==> src/rtl/axi_lite_spi_master.sv <==
// AXI4-Lite slave wrapping a single-lane SPI master; one write and one read outstanding at a time.
// Responses appear the cycle after the handshake and hold until bready/rready; writes while busy get SLVERR.
module axi_lite_spi_master #(
  parameter int NUM_CS   = 6,
  parameter int MAX_BITS = 32,
  parameter int DIV_W    = 8
) (
  input  logic              aclk,
  input  logic              areset,
  input  logic [3:0]        s_axi_awaddr,
  input  logic [2:0]        s_axi_awprot,
  input  logic              s_axi_awvalid,
  output logic              s_axi_awready,
  input  logic [31:0]       s_axi_wdata,
  input  logic [3:0]        s_axi_wstrb,
  input  logic              s_axi_wvalid,
  output logic              s_axi_wready,
  output logic [1:0]        s_axi_bresp,
  output logic              s_axi_bvalid,
  input  logic              s_axi_bready,
  input  logic [3:0]        s_axi_araddr,
  input  logic [2:0]        s_axi_arprot,
  input  logic              s_axi_arvalid,
  output logic              s_axi_arready,
  output logic [31:0]       s_axi_rdata,
  output logic [1:0]        s_axi_rresp,
  output logic              s_axi_rvalid,
  input  logic              s_axi_rready,
  output logic              spi_clk,
  output logic [NUM_CS-1:0] spi_cs_b,
  output logic              spi_data_o,
  output logic              spi_data_t,
  input  logic              spi_data_i,
  output logic              spi_busy,
  output logic              irq
);

  localparam logic [1:0] RESP_OKAY   = 2'b00;
  localparam logic [1:0] RESP_SLVERR = 2'b10;

  typedef enum logic {IDLE, SHIFT} state_t;

  function automatic logic [31:0] merge_bytes(input logic [31:0] old_v, input logic [31:0] new_v,
                                              input logic [3:0] strb);
    logic [31:0] r;
    r = old_v;
    for (int i = 0; i < 4; i++) begin
      if (strb[i]) r[8*i +: 8] = new_v[8*i +: 8];
    end
    return r;
  endfunction

  // Bit k of the frame lives at TXDATA[k] (lsb first) or TXDATA[len-1-k] (msb first).
  function automatic logic [4:0] bit_pos(input logic lsb, input logic [4:0] len_m1, input logic [4:0] k);
    return lsb ? k : (len_m1 - k);
  endfunction

  state_t             state_q, state_d;
  logic               awready_q, awready_d;
  logic               bvalid_q, bvalid_d;
  logic [1:0]         bresp_q, bresp_d;
  logic               arready_q, arready_d;
  logic               rvalid_q, rvalid_d;
  logic [31:0]        rdata_q, rdata_d;
  logic               cpol_q, cpol_d, cpha_q, cpha_d, lsb_q, lsb_d, dt_q, dt_d;
  logic [4:0]         len_q, len_d;
  logic [NUM_CS-1:0]  cs_q, cs_d;
  logic [DIV_W-1:0]   div_q, div_d, cnt_q, cnt_d;
  logic [31:0]        tx_q, tx_d, rxd_q, rxd_d, rx_sh_q, rx_sh_d;
  logic               done_q, done_d;
  logic               spi_clk_q, spi_clk_d, data_o_q, data_o_d;
  logic [6:0]         edge_q, edge_d;

  logic               busy, wr_fire, rd_fire, start_go, done_set, done_clr;
  logic [31:0]        ctrl_rd, status_rd, wr_old, wr_merged, rd_mux;
  logic [4:0]         len_wr, len_clamped;
  logic [5:0]         len_p1, out_idx;
  logic [6:0]         last_edge;
  logic               unused_ok;

  assign busy      = (state_q == SHIFT);
  assign status_rd = {30'b0, done_q, busy};
  assign wr_fire   = awready_q && s_axi_awvalid && s_axi_wvalid;
  assign rd_fire   = arready_q && s_axi_arvalid;
  assign len_p1    = {1'b0, len_q} + 6'd1;
  assign last_edge = {len_p1, 1'b0} - 7'd1;
  assign out_idx   = 6'((edge_q + 7'd1) >> 1);

  always_comb begin
    ctrl_rd              = '0;
    ctrl_rd[1]           = cpol_q;
    ctrl_rd[2]           = cpha_q;
    ctrl_rd[3]           = lsb_q;
    ctrl_rd[4]           = dt_q;
    ctrl_rd[12:8]        = len_q;
    ctrl_rd[16 +: NUM_CS] = cs_q;
  end

  always_comb begin
    case (s_axi_awaddr[3:2])
      2'd0:    wr_old = ctrl_rd;
      2'd1:    wr_old = 32'(div_q);
      2'd2:    wr_old = tx_q;
      default: wr_old = status_rd;
    endcase
    wr_merged   = merge_bytes(wr_old, s_axi_wdata, s_axi_wstrb);
    len_wr      = wr_merged[12:8];
    len_clamped = (32'(len_wr) >= MAX_BITS) ? 5'(MAX_BITS - 1) : len_wr;
  end

  always_comb begin
    case (s_axi_araddr[3:2])
      2'd0:    rd_mux = ctrl_rd;
      2'd1:    rd_mux = 32'(div_q);
      2'd2:    rd_mux = rxd_q;
      default: rd_mux = status_rd;
    endcase
  end

  always_comb begin
    state_d   = state_q;
    awready_d = s_axi_awvalid && s_axi_wvalid && !bvalid_q && !awready_q;
    bvalid_d  = bvalid_q;
    bresp_d   = bresp_q;
    arready_d = s_axi_arvalid && !rvalid_q && !arready_q;
    rvalid_d  = rvalid_q;
    rdata_d   = rdata_q;
    cpol_d    = cpol_q;
    cpha_d    = cpha_q;
    lsb_d     = lsb_q;
    dt_d      = dt_q;
    len_d     = len_q;
    cs_d      = cs_q;
    div_d     = div_q;
    tx_d      = tx_q;
    rxd_d     = rxd_q;
    rx_sh_d   = rx_sh_q;
    spi_clk_d = spi_clk_q;
    data_o_d  = data_o_q;
    cnt_d     = cnt_q;
    edge_d    = edge_q;
    start_go  = 1'b0;
    done_set  = 1'b0;
    done_clr  = 1'b0;

    if (wr_fire) begin
      bvalid_d = 1'b1;
      bresp_d  = RESP_OKAY;
      if (s_axi_awaddr[3:2] == 2'd3) begin
        done_clr = s_axi_wstrb[0] & s_axi_wdata[1];
      end else if (busy) begin
        bresp_d = RESP_SLVERR;
      end else begin
        case (s_axi_awaddr[3:2])
          2'd0: begin
            start_go = s_axi_wstrb[0] & s_axi_wdata[0];
            cpol_d   = wr_merged[1];
            cpha_d   = wr_merged[2];
            lsb_d    = wr_merged[3];
            dt_d     = wr_merged[4];
            len_d    = len_clamped;
            cs_d     = wr_merged[16 +: NUM_CS];
          end
          2'd1:    div_d = wr_merged[DIV_W-1:0];
          default: tx_d  = wr_merged;
        endcase
      end
    end else if (bvalid_q && s_axi_bready) begin
      bvalid_d = 1'b0;
    end

    if (rd_fire) begin
      rvalid_d = 1'b1;
      rdata_d  = rd_mux;
    end else if (rvalid_q && s_axi_rready) begin
      rvalid_d = 1'b0;
    end

    // Start uses the freshly written CTRL so cpol/cpha/len take effect on the same write.
    case (state_q)
      IDLE: begin
        spi_clk_d = cpol_d;
        cnt_d     = '0;
        edge_d    = '0;
        if (start_go) begin
          state_d  = SHIFT;
          rx_sh_d  = '0;
          data_o_d = cpha_d ? 1'b0 : tx_q[bit_pos(lsb_d, len_d, 5'd0)];
        end
      end
      SHIFT: begin
        if (cnt_q == div_q) begin
          cnt_d     = '0;
          spi_clk_d = ~spi_clk_q;
          edge_d    = edge_q + 7'd1;
          if (edge_q[0] == cpha_q) begin
            rx_sh_d[bit_pos(lsb_q, len_q, edge_q[5:1])] = spi_data_i;
          end else if (out_idx < len_p1) begin
            data_o_d = tx_q[bit_pos(lsb_q, len_q, out_idx[4:0])];
          end
          if (edge_q == last_edge) begin
            state_d  = IDLE;
            rxd_d    = rx_sh_d;
            done_set = 1'b1;
            data_o_d = 1'b0;
          end
        end else begin
          cnt_d = cnt_q + DIV_W'(1);
        end
      end
    endcase

    done_d = (done_q & ~done_clr) | done_set;
  end

  always_ff @(posedge aclk or posedge areset) begin
    if (areset) begin
      state_q   <= IDLE;
      awready_q <= 1'b0;
      bvalid_q  <= 1'b0;
      bresp_q   <= RESP_OKAY;
      arready_q <= 1'b0;
      rvalid_q  <= 1'b0;
      rdata_q   <= '0;
      cpol_q    <= 1'b0;
      cpha_q    <= 1'b0;
      lsb_q     <= 1'b0;
      dt_q      <= 1'b1;
      len_q     <= '0;
      cs_q      <= '1;
      div_q     <= '0;
      tx_q      <= '0;
      rxd_q     <= '0;
      rx_sh_q   <= '0;
      done_q    <= 1'b0;
      spi_clk_q <= 1'b0;
      data_o_q  <= 1'b0;
      cnt_q     <= '0;
      edge_q    <= '0;
    end else begin
      state_q   <= state_d;
      awready_q <= awready_d;
      bvalid_q  <= bvalid_d;
      bresp_q   <= bresp_d;
      arready_q <= arready_d;
      rvalid_q  <= rvalid_d;
      rdata_q   <= rdata_d;
      cpol_q    <= cpol_d;
      cpha_q    <= cpha_d;
      lsb_q     <= lsb_d;
      dt_q      <= dt_d;
      len_q     <= len_d;
      cs_q      <= cs_d;
      div_q     <= div_d;
      tx_q      <= tx_d;
      rxd_q     <= rxd_d;
      rx_sh_q   <= rx_sh_d;
      done_q    <= done_d;
      spi_clk_q <= spi_clk_d;
      data_o_q  <= data_o_d;
      cnt_q     <= cnt_d;
      edge_q    <= edge_d;
    end
  end

  assign s_axi_awready = awready_q;
  assign s_axi_wready  = awready_q;
  assign s_axi_bvalid  = bvalid_q;
  assign s_axi_bresp   = bresp_q;
  assign s_axi_arready = arready_q;
  assign s_axi_rvalid  = rvalid_q;
  assign s_axi_rdata   = rdata_q;
  assign s_axi_rresp   = RESP_OKAY;
  assign spi_clk       = spi_clk_q;
  assign spi_cs_b      = cs_q;
  assign spi_data_o    = data_o_q;
  assign spi_data_t    = dt_q;
  assign spi_busy      = busy;
  assign irq           = done_q;

  assign unused_ok = ^{s_axi_awprot, s_axi_arprot, s_axi_awaddr[1:0], s_axi_araddr[1:0], wr_merged};

endmodule

==> config.mk <==
export PLATFORM = sky130hd
export DESIGN_NAME = axi_lite_spi_master
export DESIGN_NICKNAME = d
export VERILOG_FILES = /design/src/rtl/axi_lite_spi_master.sv
export SDC_FILE = /design/constraint.sdc
export NUM_CORES = 1
export LEC_CHECK = 0
export ABC_AREA = 0
export BUFFER_PORTS_ARGS = -buffer_cell sky130_fd_sc_hd__buf_4
export CORE_MARGIN = 8
export CORE_UTILIZATION = 52
export DETAILED_ROUTE_END_ITERATION = 8
export PLACE_DENSITY = 0.82
export SKIP_LAST_GASP = 1
export SLEW_MARGIN = 20
export SYNTH_ARGS = -nofsm -noshare
export SYNTH_HDL_FRONTEND = slang
export SYNTH_SLANG_ARGS = --single-unit
==> constraint.sdc <==
create_clock -name aclk -period 6.3 [get_ports aclk]
set_input_delay 0.315 -clock aclk [delete_from_list [all_inputs] [get_ports aclk]]
set_output_delay 0.315 -clock aclk [all_outputs]
set_load 0.005 [all_outputs]
==> impl_metrics.json, run 1 <==
{
  "status": "complete, no violations",
  "cts_buffers": 17,
  "stdcell_area_sq_um": 11200,
  "crit_path_top_delay_cell": "xor2_1",
  "yosys-top-cells-area": "dfrtp_1, mux2i_1, mux2_2",
  "vias_per_cell": 6.01,
  "hold_violations": 0,
  "setup_viol": 0,
  "synthArstFlopShare": 1.00,
  "synth_top_area_frac": 0.432,
  "clock_latency_ns": 0.44,
  "path_delay_family": "XOR/XNOR gates",
  "dpl-instance-area_sq_um": 10500,
  "route.detailed.drc": 0,
  "slowest_delay_ns": 0.82,
  "cp_max_fo": 13,
  "cts_root_buffer": "clkbuf_16",
  "syn2layout_area_growth_pct": 14.7,
  "finalNonFillerCells": 1309,
  "num_vias": 7864,
  "antennaDiodeCount": 0,
  "fin_setup_tns_ns": 0,
  "drive_gt1_frac": 0.193,
  "synth_edf_count": 0,
  "synth_cells": 1001,
  "slew_violations": 0,
  "fin_nets": 1139,
  "cp-end-kind": "flop",
  "antenna_found_initial": 0,
  "worstHoldPathType": "input port to flop",
  "routed_wl_um": 25400,
  "numPortBuffers": 96,
  "grt_pass1_wl_um": 41600,
  "place_inst": 1276,
  "synth_top_cell_by_area": "dfrtp_1",
  "hold_start": "s_axi_rready",
  "synth_seq_area_share": 0.451,
  "arrival_ns": 4.17,
  "syn_area_sq_um": 9730,
  "start_util": 0.525,
  "grt.busiest_layer": "met2",
  "die_height_um": 153,
  "overflow": 0,
  "critical_path.cell_chain": "inv_1, ha_1, inv_1, fa_1, a21o_1, a21oi_1, xnor2_1, nor2_1, xor2_1, nor2_1, nand2_1, mux2i_1, o21ai_0",
  "p_leak_nw": 5.27,
  "cp_num_buf_inv": 2,
  "grt_use_met2": 0.352,
  "min_period_over_period": 0.615,
  "power-per-cell-area_nw_per_um2": 380,
  "grt_pass1_vias": 8018,
  "ys.flop_type": "dfrtp_1",
  "worst_clock_skew_ns": 0.0110,
  "ios": 110,
  "h-tree-depth": 4,
  "fmax_mhz": 258,
  "core_sq_um": 18500,
  "first_pass_iters": 5,
  "ant_nets": 0,
  "cp-startpoint": "len_q[0]",
  "fp-row-count": 50,
  "min_period_ns": 3.88,
  "die_w_um": 153,
  "synthDistinctLibCells": 66,
  "startpoint_type": "flop",
  "synth_seq_cells": 175,
  "rsz0062_at_grt": "no",
  "cp_data_required_time_ns": 6.60,
  "worstSetupPathType": "flop to flop",
  "place_congestion": 0.883,
  "drt_iter0_drc": 761,
  "rr_startpoint": "len_q[0]",
  "worst_pin_slew_ns": 1.07,
  "hpwl_um": 17100,
  "max_slew_margin": 0.278,
  "clock-sinks": 175,
  "use_met3": 0.0389,
  "grt_usage": 0.219,
  "dieArea_sq_um": 23300,
  "ir_drop_v": 0.000233,
  "cts_setup_buffers": 0,
  "maxCapViolCount": 0,
  "ys_warn_count": 0,
  "cts_tree": "built",
  "avgSynthCellArea_sq_um": 9.72,
  "grt_use_met1": 0.289,
  "wl_per_cell_um": 19.4,
  "clockBufferDepth": 2,
  "grt_max_degree": 66,
  "cts.clk_slew.worst_paths_ns": 0.07
}
[power breakdown]
group	switching, mW	total, mW	internal [mW]
registers	0.183	1.47	1.29
logic	1.02	1.69	0.678
clock network	0.474	1.08	0.605
total	1.67	4.25	2.57
[per-layer routing]
metal / wire length [um] / up-vias
li1: - / 3629
met1: 11100 / 3875
met2: 12000 / 319
met3: 1630 / 41
met4: 607 / 0
met5: 0 / -
[Yosys cell counts (20+ instances only)]
master	instances
inv_1	44
a21oi_1	53
nor2_1	56
dfrtp_1	168
mux2_2	40
o22ai_1	20
clkbuf_1	42
xnor2_1	31
mux2i_1	95
o21ai_0	90
nand3_1	43
nand2_1	119
[cell usage in the layout, fill, tap and decap left out, types with 6 or more instances in the layout]
cell / instances
dfstp_2: 7
a22oi_1: 18
xor2_1: 13
o21ai_0: 90
clkbuf_16: 17
nand3_1: 43
and2_1: 7
xnor2_1: 31
mux2i_1: 95
nor3_1: 6
nor2b_1: 8
buf_4: 105
nor2_1: 56
a22o_1: 13
inv_1: 43
dfrtp_1: 168
a21oi_1: 53
mux2_2: 40
and3_1: 12
o22ai_1: 20
ha_1: 17
nand2_1: 118
[final cells by class]
type | count | area (sq um)
inverter | 44 | 170
clock inverter | 13 | 153
sequential | 175 | 4390
tap | 234 | 293
fill | 1517 | 7360
clock buffer | 19 | 443
multi-input combinational | 718 | 4920
timing repair buffer | 106 | 798
[flip-flops by register name, indices dropped and copies added, names as in the netlist]
signal and flops:
s_axi_bresp 1, edge_q 7, s_axi_awready 1, s_axi_rdata 32
irq 1, s_axi_arready 1, s_axi_bvalid 1, spi_busy 1
s_axi_rvalid 1, spi_data_o 1, spi_clk 1, spi_cs_b 6
len_q 5, lsb_q 1, tx_q 32, cnt_q 8
div_q 8, cpol_q 1, cpha_q 1, rxd_q 32
spi_data_t 1, rx_sh_q 32
[final timing paths]
path,end,slack [ns],cells past startpoint
worst max-delay path,rxd_q[11],2.42,13
worst min-delay path,s_axi_rvalid,0.06,2
worst max register to register,rxd_q[11],2.42,13
worst min register to register,s_axi_awready,0.46,1
max in group asynchronous,tx_q[29],4.58,4
min in group asynchronous,s_axi_rdata[30],0.48,3
[per-stage QoR]
stage	util	setup slack (ns)	total power [mW]	hold WS [ns]
floorplan	-	1.25	2.67	0.411
global placement	0.569	2.60	3.07	0.392
detailed placement	0.569	2.52	3.13	0.400
CTS	0.602	2.47	4.22	0.0592
global route	0.603	2.18	4.47	0.0713
finish	0.603	2.42	4.25	0.0611
[worst reg2reg max path, delay by kind of cell, from the launching register on]
family / cells / cell delay, ns
AO/OA/AOI/OAI: 3 / 0.47
XOR/XNOR: 2 / 0.90
flip-flops: 1 / 0.55
buffers and inverters: 2 / 0.29
AND/OR/NAND/NOR: 3 / 0.71
multiplexers: 1 / 0.22
adder cells (fa/ha/maj): 2 / 0.62
[cells by family (layout without fill, tap and decap cells)]
group | count (synthesis) | count (layout) | share of synthesized area
DFF | 175 | 175 | 0.451
AOI/OAI and AO/OA | 229 | 229 | 0.145
xor gates and xnor gates | 44 | 44 | 0.0396
buffers and inverters | 110 | 182 | 0.0474
muxes | 141 | 141 | 0.154
and+or+nand+nor | 282 | 282 | 0.137
other | 1 | 3 | 0.000385
adders and majority gates | 19 | 19 | 0.0260
[repair_timing]
| item | CTS | global route |
|---|---|---|
| resized for setup | 0 | 0 |
| hold endpoints to repair | 55 | 0 |
| hold buffers | 1 | 0 |
(Power assumes the default switching activity.)
==> run 2: changes to the inputs <==
==> constraint.sdc (replaced) <==
create_clock -name aclk -period 4 [get_ports aclk]
set_input_delay 0.2 -clock aclk [delete_from_list [all_inputs] [get_ports aclk]]
set_output_delay 0.2 -clock aclk [all_outputs]
set_load 0.005 [all_outputs]
==> run 2 against run 1 <==
Compared with the run above: the flow now finishes with violations (hold timing); final area rose by 2.2%; die area did not move; core utilization rose by 1.3 points; wire length rose by 1.3%; via count rose by 1.4%; global-route usage rose by 0.36 points.
==> impl_metrics.json, run 2 (synthesis results as in run 1) <==
{
  "fin_setup_tns_ns": 0,
  "routed_wl_um": 25700,
  "grt_pass1_vias": 7940,
  "core_sq_um": 18500,
  "stdcell_area_sq_um": 11400,
  "slowest_delay_ns": 0.71,
  "cts_root_buffer": "clkbuf_16",
  "cts_setup_buffers": 0,
  "dpl-instance-area_sq_um": 10600,
  "wl_per_cell_um": 19.3,
  "critical_path.cell_chain": "xnor2_1, nand4_1, nor2_1, and2_1, nand2_1, o21ai_0",
  "violations": "hold timing",
  "seqCellArea_sq_um": 4390,
  "final_common_cell": "dfrtp_1",
  "overflow": 0,
  "power-per-cell-area_nw_per_um2": 599,
  "clock-sinks": 175,
  "whs_ns": -0.0309,
  "multi_input_comb_area_sq_um": 4900,
  "worst_pin_slew_ns": 0.998,
  "startpoint_type": "flop",
  "setup_viol": 0,
  "maxCapViolCount": 0,
  "arrival_ns": 3.81,
  "slew_violations": 0,
  "path_delay_family": "simple AND/OR/NAND/NOR gates",
  "drive_gt1_frac": 0.199,
  "cp_data_required_time_ns": 4.34,
  "grt_usage": 0.222,
  "die_height_um": 153,
  "ant_nets": 0,
  "ios": 110,
  "p_leak_nw": 5.37,
  "fillerInstances": 1448,
  "r2r_end": "rx_sh_q[11]",
  "drt_iter0_drc": 758,
  "dieArea_sq_um": 23300,
  "grt_use_met2": 0.349,
  "rrSetupSlack_ns": 0.53,
  "post-place-ws_ns": 0.691,
  "cp_num_buf_inv": 0,
  "h-tree-depth": 4,
  "crit_cells": 6,
  "hpwl_um": 17000,
  "vias_per_cell": 5.98,
  "cts_buffers": 17,
  "fmax_mhz": 288,
  "max_slew_margin": 0.334,
  "final_cell_mix": "dfrtp_1, nand2_1, buf_4, mux2i_1, o21ai_0",
  "ir_drop_v": 0.000401,
  "cts_tree": "built",
  "place_congestion": 0.913,
  "clock_latency_ns": 0.44,
  "endpoint": "rx_sh_q[11]",
  "min_period_over_period": 0.868,
  "grt_max_degree": 176,
  "rsz0062_at_grt": "no",
  "rr_worst_depth": 6,
  "fin_ws_ns": 0.526,
  "grt.busiest_layer": "met2",
  "worstHoldPathType": "input port to asynchronous set/reset pin",
  "num_vias": 7973,
  "min_period_ns": 3.47,
  "antennaDiodeCount": 0,
  "start_util": 0.525,
  "fp-row-count": 50,
  "grt_pass1_wl_um": 42200,
  "fin_nets": 1164,
  "antenna_found_initial": 0,
  "route.detailed.drc": 0,
  "crit_path_top_delay_cell": "and2_1",
  "worstSetupPathType": "flop to flop",
  "cp_max_fo": 24,
  "cp-end-kind": "flop",
  "p_total_mw": 6.84,
  "cts.clk_slew.worst_paths_ns": 0.08,
  "grt_use_met1": 0.295,
  "hold_violations": 12,
  "use_met3": 0.0468,
  "cp-startpoint": "div_q[7]",
  "syn2layout_area_growth_pct": 17.2,
  "worst_clock_skew_ns": 0.00698,
  "die_w_um": 153,
  "rr_startpoint": "div_q[7]",
  "first_pass_iters": 7,
  "numPortBuffers": 96,
  "status": "finished, violations left",
  "clockBufferDepth": 2
}
==> run 2: layout make-up <==
| type | instances | area share |
|---|---|---|
| Clock buffer | 17 | 0.0373 |
| Clock inverter | 15 | 0.0172 |
| Inverter | 44 | 0.0148 |
| Multi-Input combinational cell | 718 | 0.430 |
| Sequential cell | 175 | 0.385 |
| Tap cell | 234 | 0.0257 |
| Timing Repair Buffer | 131 | 0.0906 |
==> run 2: metrics by stage <==
stage | std cells | utilization
global route | 1334 | 0.616
finish | 1334 | 0.616
CTS | 1334 | 0.616
global placement | 1287 | 0.574
floorplan | 1003 | -
detailed placement | 1287 | 0.574
==> run 2: layer usage <==
metal	share of wire	wire, um
met1	0.44	11300
met2	0.47	12000
met3	0.068	1740
met4	0.027	699
met5	0	0
==> run 2: repair_timing <==
item | 4_1_cts | 5_1_grt
resized for setup | 0 | 0
endpoints found under the setup margin | 0 | 0
endpoints found under the hold margin | 15 | 0
hold buffers | 15 | 0
==> run 2: how the worst min path moves through the flow <==
stage / slack, ns / cells after the start / to / start
2_1_floorplan: 0.30 / 1 / s_axi_bvalid / s_axi_bready
3_3_place_gp: 0.38 / 2 / s_axi_bvalid / s_axi_bready
3_5_place_dp: 0.39 / 2 / s_axi_bvalid / s_axi_bready
6_report: -0.03 / 3 / s_axi_rdata[15] / areset
5_1_grt: 0.02 / 2 / s_axi_arready / s_axi_arvalid
4_1_cts: 0.003 / 3 / s_axi_awready / s_axi_awvalid
==> run 2: where the power goes <==
part / total (mW) / internal, mW / switching [mW]
Clock: 1.77 / 0.956 / 0.809
Combinational: 2.77 / 1.15 / 1.63
Sequential: 2.30 / 2.03 / 0.264
Total: 6.84 / 4.14 / 2.70
==> run 2: tightest hold or removal path: cells and delay by family <==
| family | cells | cell delay, ns |
|---|---|---|
| buffers and inverters | 3 | 0.75 |
